--- src/rtl/max_tree_pipe.sv ---
// max_tree_pipe
//   Pipelined signed max/min reduction over N_CH stream channels. A balanced
//   binary comparison tree has one register level per tree level. It returns
//   the winning value and its channel index, and a peak-hold register tracks
//   the extreme value seen across valid samples until it is cleared.
//
// Ports
//   clk, rst_n   clock (rising edge), asynchronous active-low reset
//   i_valid      sample on i_data/i_mode is valid this cycle
//   i_data       packed signed channels, ch k = i_data[k*WIDTH +: WIDTH]
//   i_mode       0 = maximum, 1 = minimum; travels with its sample
//   i_peak_clr   synchronous clear of the peak-hold
//   o_valid      o_data/o_idx valid (LAT cycles after the sample edge)
//   o_data       winning value (held while o_valid = 0)
//   o_idx        channel index of the winner
//   o_peak       peak-hold value
//   o_peak_idx   channel index of the peak-hold value
//   o_peak_vld   peak-hold contains at least one sample since clear/reset
module max_tree_pipe #(
    parameter int WIDTH = 14,
    parameter int N_CH  = 8,
    localparam int IDX_W = $clog2(N_CH),
    localparam int LAT   = $clog2(N_CH)
) (
    input  logic                    clk,
    input  logic                    rst_n,
    input  logic                    i_valid,
    input  logic [N_CH*WIDTH-1:0]   i_data,
    input  logic                    i_mode,
    input  logic                    i_peak_clr,
    output logic                    o_valid,
    output logic signed [WIDTH-1:0] o_data,
    output logic [IDX_W-1:0]        o_idx,
    output logic signed [WIDTH-1:0] o_peak,
    output logic [IDX_W-1:0]        o_peak_idx,
    output logic                    o_peak_vld
);

    // Number of entries at tree level lvl; an odd entry is carried upward.
    function automatic int cnt_at(input int lvl);
        int c;
        c = N_CH;
        for (int i = 0; i < lvl; i++) c = (c + 1) / 2;
        return c;
    endfunction

    for (genvar l = 0; l <= LAT; l++) begin : g_lvl
        localparam int CNT = cnt_at(l);

        logic signed [WIDTH-1:0] v  [CNT];
        logic [IDX_W-1:0]        ix [CNT];
        logic                    m;
        logic                    vld;

        if (l == 0) begin : g_in
            for (genvar j = 0; j < CNT; j++) begin : g_ch
                assign v[j]  = i_data[j*WIDTH +: WIDTH];
                assign ix[j] = IDX_W'(j);
            end
            assign m   = i_mode;
            assign vld = i_valid;
        end else begin : g_node
            localparam int PCNT = cnt_at(l - 1);

            logic signed [WIDTH-1:0] nv [CNT];
            logic [IDX_W-1:0]        ni [CNT];

            for (genvar j = 0; j < CNT; j++) begin : g_pair
                if (2*j + 1 < PCNT) begin : g_cmp
                    // The left entry always covers lower channel indices, so
                    // keeping it on equality gives the lower-index tie rule.
                    logic take_b;
                    assign take_b = g_lvl[l-1].m
                                  ? (g_lvl[l-1].v[2*j+1] < g_lvl[l-1].v[2*j])
                                  : (g_lvl[l-1].v[2*j+1] > g_lvl[l-1].v[2*j]);
                    assign nv[j] = take_b ? g_lvl[l-1].v[2*j+1]  : g_lvl[l-1].v[2*j];
                    assign ni[j] = take_b ? g_lvl[l-1].ix[2*j+1] : g_lvl[l-1].ix[2*j];
                end else begin : g_pass
                    assign nv[j] = g_lvl[l-1].v[2*j];
                    assign ni[j] = g_lvl[l-1].ix[2*j];
                end
            end

            // Inner levels load every clock; the output level loads only on a
            // valid sample so o_data/o_idx hold between results.
            always_ff @(posedge clk or negedge rst_n) begin
                if (!rst_n) begin
                    vld <= 1'b0;
                    m   <= 1'b0;
                    for (int k = 0; k < CNT; k++) begin
                        v[k]  <= '0;
                        ix[k] <= '0;
                    end
                end else begin
                    vld <= g_lvl[l-1].vld;
                    if ((l < LAT) || g_lvl[l-1].vld) begin
                        v  <= nv;
                        ix <= ni;
                        m  <= g_lvl[l-1].m;
                    end
                end
            end

            if (l == LAT) begin : g_peak
                // Evaluated on the winner entering the output register so the
                // peak updates on the same edge that raises o_valid.
                logic better;
                assign better = g_lvl[l-1].m ? (nv[0] < o_peak) : (nv[0] > o_peak);

                always_ff @(posedge clk or negedge rst_n) begin
                    if (!rst_n) begin
                        o_peak     <= '0;
                        o_peak_idx <= '0;
                        o_peak_vld <= 1'b0;
                    end else if (g_lvl[l-1].vld) begin
                        if (!o_peak_vld || i_peak_clr || better) begin
                            o_peak     <= nv[0];
                            o_peak_idx <= ni[0];
                        end
                        o_peak_vld <= 1'b1;
                    end else if (i_peak_clr) begin
                        o_peak     <= '0;
                        o_peak_idx <= '0;
                        o_peak_vld <= 1'b0;
                    end
                end
            end
        end
    end

    assign o_valid = g_lvl[LAT].vld;
    assign o_data  = g_lvl[LAT].v[0];
    assign o_idx   = g_lvl[LAT].ix[0];

endmodule

--- config.mk ---
export PLATFORM = sky130hd
export DESIGN_NAME = max_tree_pipe
export DESIGN_NICKNAME = d
export VERILOG_FILES = /design/src/rtl/max_tree_pipe.sv
export SDC_FILE = /design/constraint.sdc
export NUM_CORES = 1
export LEC_CHECK = 0
export ABC_AREA = 1
export CORE_ASPECT_RATIO = 0.8
export CORE_UTILIZATION = 40
export CTS_CLUSTER_SIZE = 25
export DETAILED_ROUTE_END_ITERATION = 16
export PLACE_DENSITY = 0.69
export SYNTH_ARGS = -nofsm -noshare
export SYNTH_HDL_FRONTEND = slang
export SYNTH_SLANG_ARGS = --single-unit
--- constraint.sdc ---
create_clock -name clk -period 4.5 [get_ports clk]
set_input_delay 0.675 -clock clk [delete_from_list [all_inputs] [get_ports clk]]
set_output_delay 0.675 -clock clk [all_outputs]
set_load 0.02 [all_outputs]
==> results of run 1 <==
[Yosys cell counts, drive strengths merged]
master / instances
nor2: 47
o21bai: 4
nand4: 4
nand2: 332
o211ai: 3
and3: 1
nand3: 173
dfrtp: 134
nand3b: 19
nor3: 5
ha: 112
o21a: 1
a21oi: 40
buf: 27
or2: 1
clkbuf: 5
a21o: 1
o21ai: 47
conb: 1
inv: 186
a31oi: 1
[worst max-delay path by stage]
stage,from,to,cells after the start
finish,g_lvl[2].v[13]$_DFF_PN0_,o_peak[4]$_DFFE_PN0P_,25
CTS,g_lvl[2].v[13]$_DFF_PN0_,o_peak[4]$_DFFE_PN0P_,25
global route,g_lvl[2].v[13]$_DFF_PN0_,o_peak[0]$_DFFE_PN0P_,25
global placement,g_lvl[2].v[13]$_DFF_PN0_,o_peak[7]$_DFFE_PN0P_,25
floorplan,g_lvl[2].v[13]$_DFF_PN0_,o_peak[0]$_DFFE_PN0P_,27
detailed placement,g_lvl[2].v[13]$_DFF_PN0_,o_peak[6]$_DFFE_PN0P_,25
[metal layers]
layer,global-route usage,vias to the layer above,part of all wire
met5,0,-,0
met2,0.295,220,0.43
met4,0.0571,0,0.013
met1,0.277,3504,0.50
li1,-,3957,-
met3,0.0386,17,0.054
[metrics by stage]
step	std cells	utilization
after floorplan	1144	-
after global placement	1569	0.490
after detailed placement	1569	0.490
after CTS	1600	0.521
after global routing	1600	0.521
final	1600	0.521
[power breakdown]
group | total, µW | switching, µW | internal, µW
clock | 1560 | 515 | 1050
combinational | 3320 | 2030 | 1290
sequential | 1780 | 232 | 1550
total | 6670 | 2770 | 3890
[flip-flops by register name (all words and copies together) (netlist names)]
register    cells
g_lvl.ix       10
g_lvl.m         2
g_lvl.v        84
g_lvl.vld       2
o_data         14
o_idx           3
o_peak         14
o_peak_idx      3
o_peak_vld      1
o_valid         1
[layout make-up]
| type | instances | area [µm²] |
|---|---|---|
| repair buffers | 157 | 1560 |
| inverters | 186 | 698 |
| clock buffers | 18 | 439 |
| clock inverters | 13 | 229 |
| multi-input cells | 792 | 4640 |
| fillers | 1983 | 10400 |
| well taps | 300 | 375 |
| flip-flops and latches | 134 | 3350 |
[kinds of logic after synthesis]
family,count (synthesis),synth area share
AND/OR/NAND/NOR,582,0.306
buffers and inverters,218,0.102
other,1,0.000421
AO/OA/AOI/OAI,97,0.0580
flip-flops,134,0.377
adder cells (fa/ha/maj),112,0.157
==> results_dict.tcl, run 1 <==
set metrics [dict create \
    status "finished, final reports clean" \
    crit_arrival_ns 4.31 \
    die_height_um 135 \
    io_pins 153 \
    track_usage 0.194 \
    dp_hpwl_um 16600 \
    rrSetupSlack_ns 0.49 \
    critPathCaptureType "flop" \
    totalWireLength_um 20600 \
    synth.avg_cell_area_um2 7.78 \
    final_nets 1517 \
    max-vdd-ir-drop_uv 433 \
    cp-start-kind "flop" \
    tns_ns 0 \
    finalPower_uw 6670 \
    final_area_um2 11300 \
    n_antenna_cell 0 \
    final_common_cell "nand2_1" \
    final_cell_mix "nand2_1 (314), inv_1 (178), nand3_1 (167), clkdlybuf4s50_1 (151), dfrtp_1 (134)" \
    critPathMaxStageDelay_ns 0.38 \
    synth_top_area_share 0.377 \
    antenna_found_initial 0 \
    clock_latency_ns 0.42 \
    cp.required_ns 4.80 \
    synthToLayoutAreaGrowth_pct 26.8 \
    grt_pass1_wl_um 35000 \
    place.gp.congestion 0.875 \
    drive_above_1_share 0.0669 \
    cts_made_buffers 17 \
    r2r_start "g_lvl[2].v[13]$_DFF_PN0_" \
    yosysSeqAreaShare 0.377 \
    min_to "g_lvl[2].vld$_DFF_PN0_" \
    dpl_worst_slack_ns 0.555 \
    yosysTopAreaCell "dfrtp_1" \
    rows 48 \
    grt_pass1_vias 7281 \
    relSlewSlack 0.362 \
    power_leakage_uw 0.00611 \
    hold_viol 0 \
    ys_warn_count 0 \
    dr.pass1.iters 5 \
    crit_buf_inv 3 \
    cts_buffer_depth 2 \
    grt_max_degree 79 \
    fmax_mhz 249 \
    cts.sinks 134 \
    place_area_um2 10600 \
    holdBufCountCts 0 \
    worst_slew_pin_slew_ns 0.957 \
    wire_per_inst_um 12.9 \
    p_per_area_nw_per_um2 590 \
    viasPerCell 4.81 \
    cp_slowest_cell "ha_1" \
    rsz0062_at_grt "false" \
    core-area_um2 21700 \
    rr_worst_depth 25 \
    reg2reg_to "o_peak[4]$_DFFE_PN0P_" \
    path_clk_slew_ns 0.06 \
    setup_ws_ns 0.489 \
    root_buffer "clkbuf_16" \
    syn-num-nets 1373 \
    vias 7698 \
    synth.distinct_cells 36 \
    worstSetupPathType "reg -> reg" \
    hp-start "g_lvl[1].vld$_DFF_PN0_" \
    min_period_ns 4.01 \
    finClkSkew_ns 0.00669 \
    syn_area_um2 8900 \
    ys_top_cells_by_area "dfrtp_1 (38%), ha_1 (16%), nand2_1 (13%)" \
    whs_ns 0.349 \
    setup_viol 0 \
    critPathTopFamily "simple AND/OR/NAND/NOR gates" \
    post-cts-setup-buffers 0 \
    start_util 0.411 \
    die_area_um2 22900 \
    cts_tree "yes" \
    post-route-period-util 0.891 \
    hold_depth 0 \
    cpMostUsedCell "nand2_1" \
    hp-class "reg -> reg" \
    port_buffers 152 \
    cts_resized 0 \
    ys_ff_latch 134 \
    drtIter0Drc 565 \
    htree_num_levels 4 \
    detail-route-antenna-nets 0 \
    die_x_um 169 \
    crit_fanout 18 \
    maxCapViolCount 0 \
    drc 0 \
    grt_remaining_overflow 0 \
    syn_inst 1144 \
    slew_viol_final 0 \
]
No activity file was read; power rests on OpenSTA's default activity.
==> run 2, diff against run 1 <==
- CORE_UTILIZATION: 40 -> 50
- PLACE_DENSITY: 0.69 -> 0.82
==> run 2 against run 1 <==
  * Power is 3.0% lower
  * Critical path depth stayed put
  * Clock-buffer cell count is 1 lower
  * Worst hold slack better by 0.012 ns
  * Combinational power is 2% higher
  * Die area is 20% lower
  * Critical endpoint is now o_peak[3]$_DFFE_PN0P_
  * Largest cell class unchanged
  * Highest routed layer unchanged
==> results_dict.tcl, run 2 (synthesized netlist as in run 1, its figures left out) <==
set metrics [dict create \
    cts_made_buffers 17 \
    crit_arrival_ns 4.38 \
    grt_max_degree 70 \
    grt_remaining_overflow 0 \
    totalWireLength_um 20800 \
    slew_viol_final 0 \
    final_area_um2 11100 \
    detail-route-antenna-nets 0 \
    maxCapViolCount 0 \
    critPathCaptureType "flop" \
    synthToLayoutAreaGrowth_pct 24.6 \
    place_area_um2 10500 \
    power_frac_comb 0.523 \
    root_buffer "clkbuf_16" \
    cp.required_ns 4.80 \
    cpMostUsedCell "nand2_1" \
    final_nets 1517 \
    max-vdd-ir-drop_uv 408 \
    p_per_area_nw_per_um2 583 \
    whs_ns 0.361 \
    post-route-period-util 0.907 \
    die_area_um2 18400 \
    post-cts-setup-buffers 0 \
    vias 7897 \
    final_cell_mix "nand2_1 (314), inv_1 (178), nand3_1 (167), clkdlybuf4s50_1 (151), dfrtp_1 (134)" \
    viasPerCell 5.18 \
    hold_viol 0 \
    htree_num_levels 4 \
    final_common_cell "nand2_1" \
    track_usage 0.239 \
    critPathTopFamily "simple AND/OR/NAND/NOR gates" \
    worst_slew_pin_slew_ns 0.832 \
    finClkSkew_ns 0.00489 \
    cp_slowest_cell "ha_1" \
    crit_fanout 18 \
    crit_buf_inv 3 \
    power_leakage_uw 0.00608 \
    drc 0 \
    start_util 0.512 \
    holdBufCountCts 0 \
    dp_hpwl_um 16400 \
    drive_above_1_share 0.0662 \
    die_x_um 151 \
    core-area_um2 17400 \
    setup_viol 0 \
    critPathMaxStageDelay_ns 0.39 \
    n_antenna_cell 0 \
    rsz0062_at_grt "false" \
    die_height_um 121 \
    drtIter0Drc 524 \
    cts_buffer_depth 2 \
    cts.sinks 134 \
    swShare 0.433 \
    p_switching_uw 2800 \
    grt_pass1_vias 7510 \
    tns_ns 0 \
    dr.pass1.iters 8 \
    top_register "g_lvl.v" \
    wire_per_inst_um 13.6 \
    min_period_ns 4.08 \
    largest_register_ffs 84 \
    worstSetupPathType "reg -> reg" \
    fmax_mhz 245 \
    rows 43 \
    clock_latency_ns 0.42 \
    port_buffers 152 \
    cp-start-kind "flop" \
    relSlewSlack 0.445 \
    p_int_uw 3670 \
    io_pins 153 \
    cts_resized 0 \
    hp-class "in -> async" \
    rrSetupSlack_ns 0.42 \
    path_clk_slew_ns 0.06 \
    status "finished, final reports clean" \
    p_clk_frac 0.202 \
    place.gp.congestion 0.912 \
    grt_pass1_wl_um 34400 \
    power_frac_seq 0.275 \
    cts_tree "yes" \
    antenna_found_initial 0 \
]
-- run 2: layout make-up --
class / count / area, µm²
Fill cell: 1412 / 6280
Multi-Input combinational cell: 792 / 4640
Sequential cell: 134 / 3350
Timing Repair Buffer: 157 / 1560
Inverter: 186 / 698
Clock buffer: 17 / 425
Tap cell: 225 / 282
Clock inverter: 13 / 135
-- run 2: final timing paths --
| kind | from | end | depth (start not counted) |
|---|---|---|---|
| min in group clk | g_lvl[1].vld$_DFF_PN0_ | g_lvl[2].vld$_DFF_PN0_ | 0 |
| hold reg to reg | g_lvl[1].vld$_DFF_PN0_ | g_lvl[2].vld$_DFF_PN0_ | 0 |
| max in group asynchronous | rst_n | g_lvl[1].v[40]$_DFF_PN0_ | 2 |
| setup reg to reg | g_lvl[2].v[13]$_DFF_PN0_ | o_peak[3]$_DFFE_PN0P_ | 25 |
| setup / recovery | g_lvl[2].v[13]$_DFF_PN0_ | o_peak[3]$_DFFE_PN0P_ | 25 |
| hold / removal | rst_n | o_data[4]$_DFFE_PN0P_ | 1 |
-- run 2: power groups by stage --
| stage | combinational, µW | clock [µW] | sequential (µW) |
|---|---|---|---|
| finish | 3380 | 1310 | 1780 |
| global route | 3840 | 1390 | 1810 |
| global placement | 3200 | 0 | 1780 |
| detailed placement | 3340 | 0 | 1790 |
| floorplan | 2340 | 0 | 1870 |
| CTS | 3380 | 1320 | 1770 |
-- run 2: stage by stage --
stage	utilization	worst slack, ns	power (µW)	std cells
detailed placement	0.606	0.524	5130	1494
floorplan	-	1.26	4210	1144
global route	0.638	0.0188	7030	1524
CTS	0.638	0.432	6480	1524
global placement	0.606	0.745	4980	1494
finish	0.638	0.418	6470	1524
-- run 2: per-layer routing --
metal,vias up,wire length [µm],GRT usage
met5,-,0,0
met4,0,395,0.0763
met3,31,1250,0.0391
met2,286,9480,0.380
met1,3615,9630,0.329
li1,3965,-,-
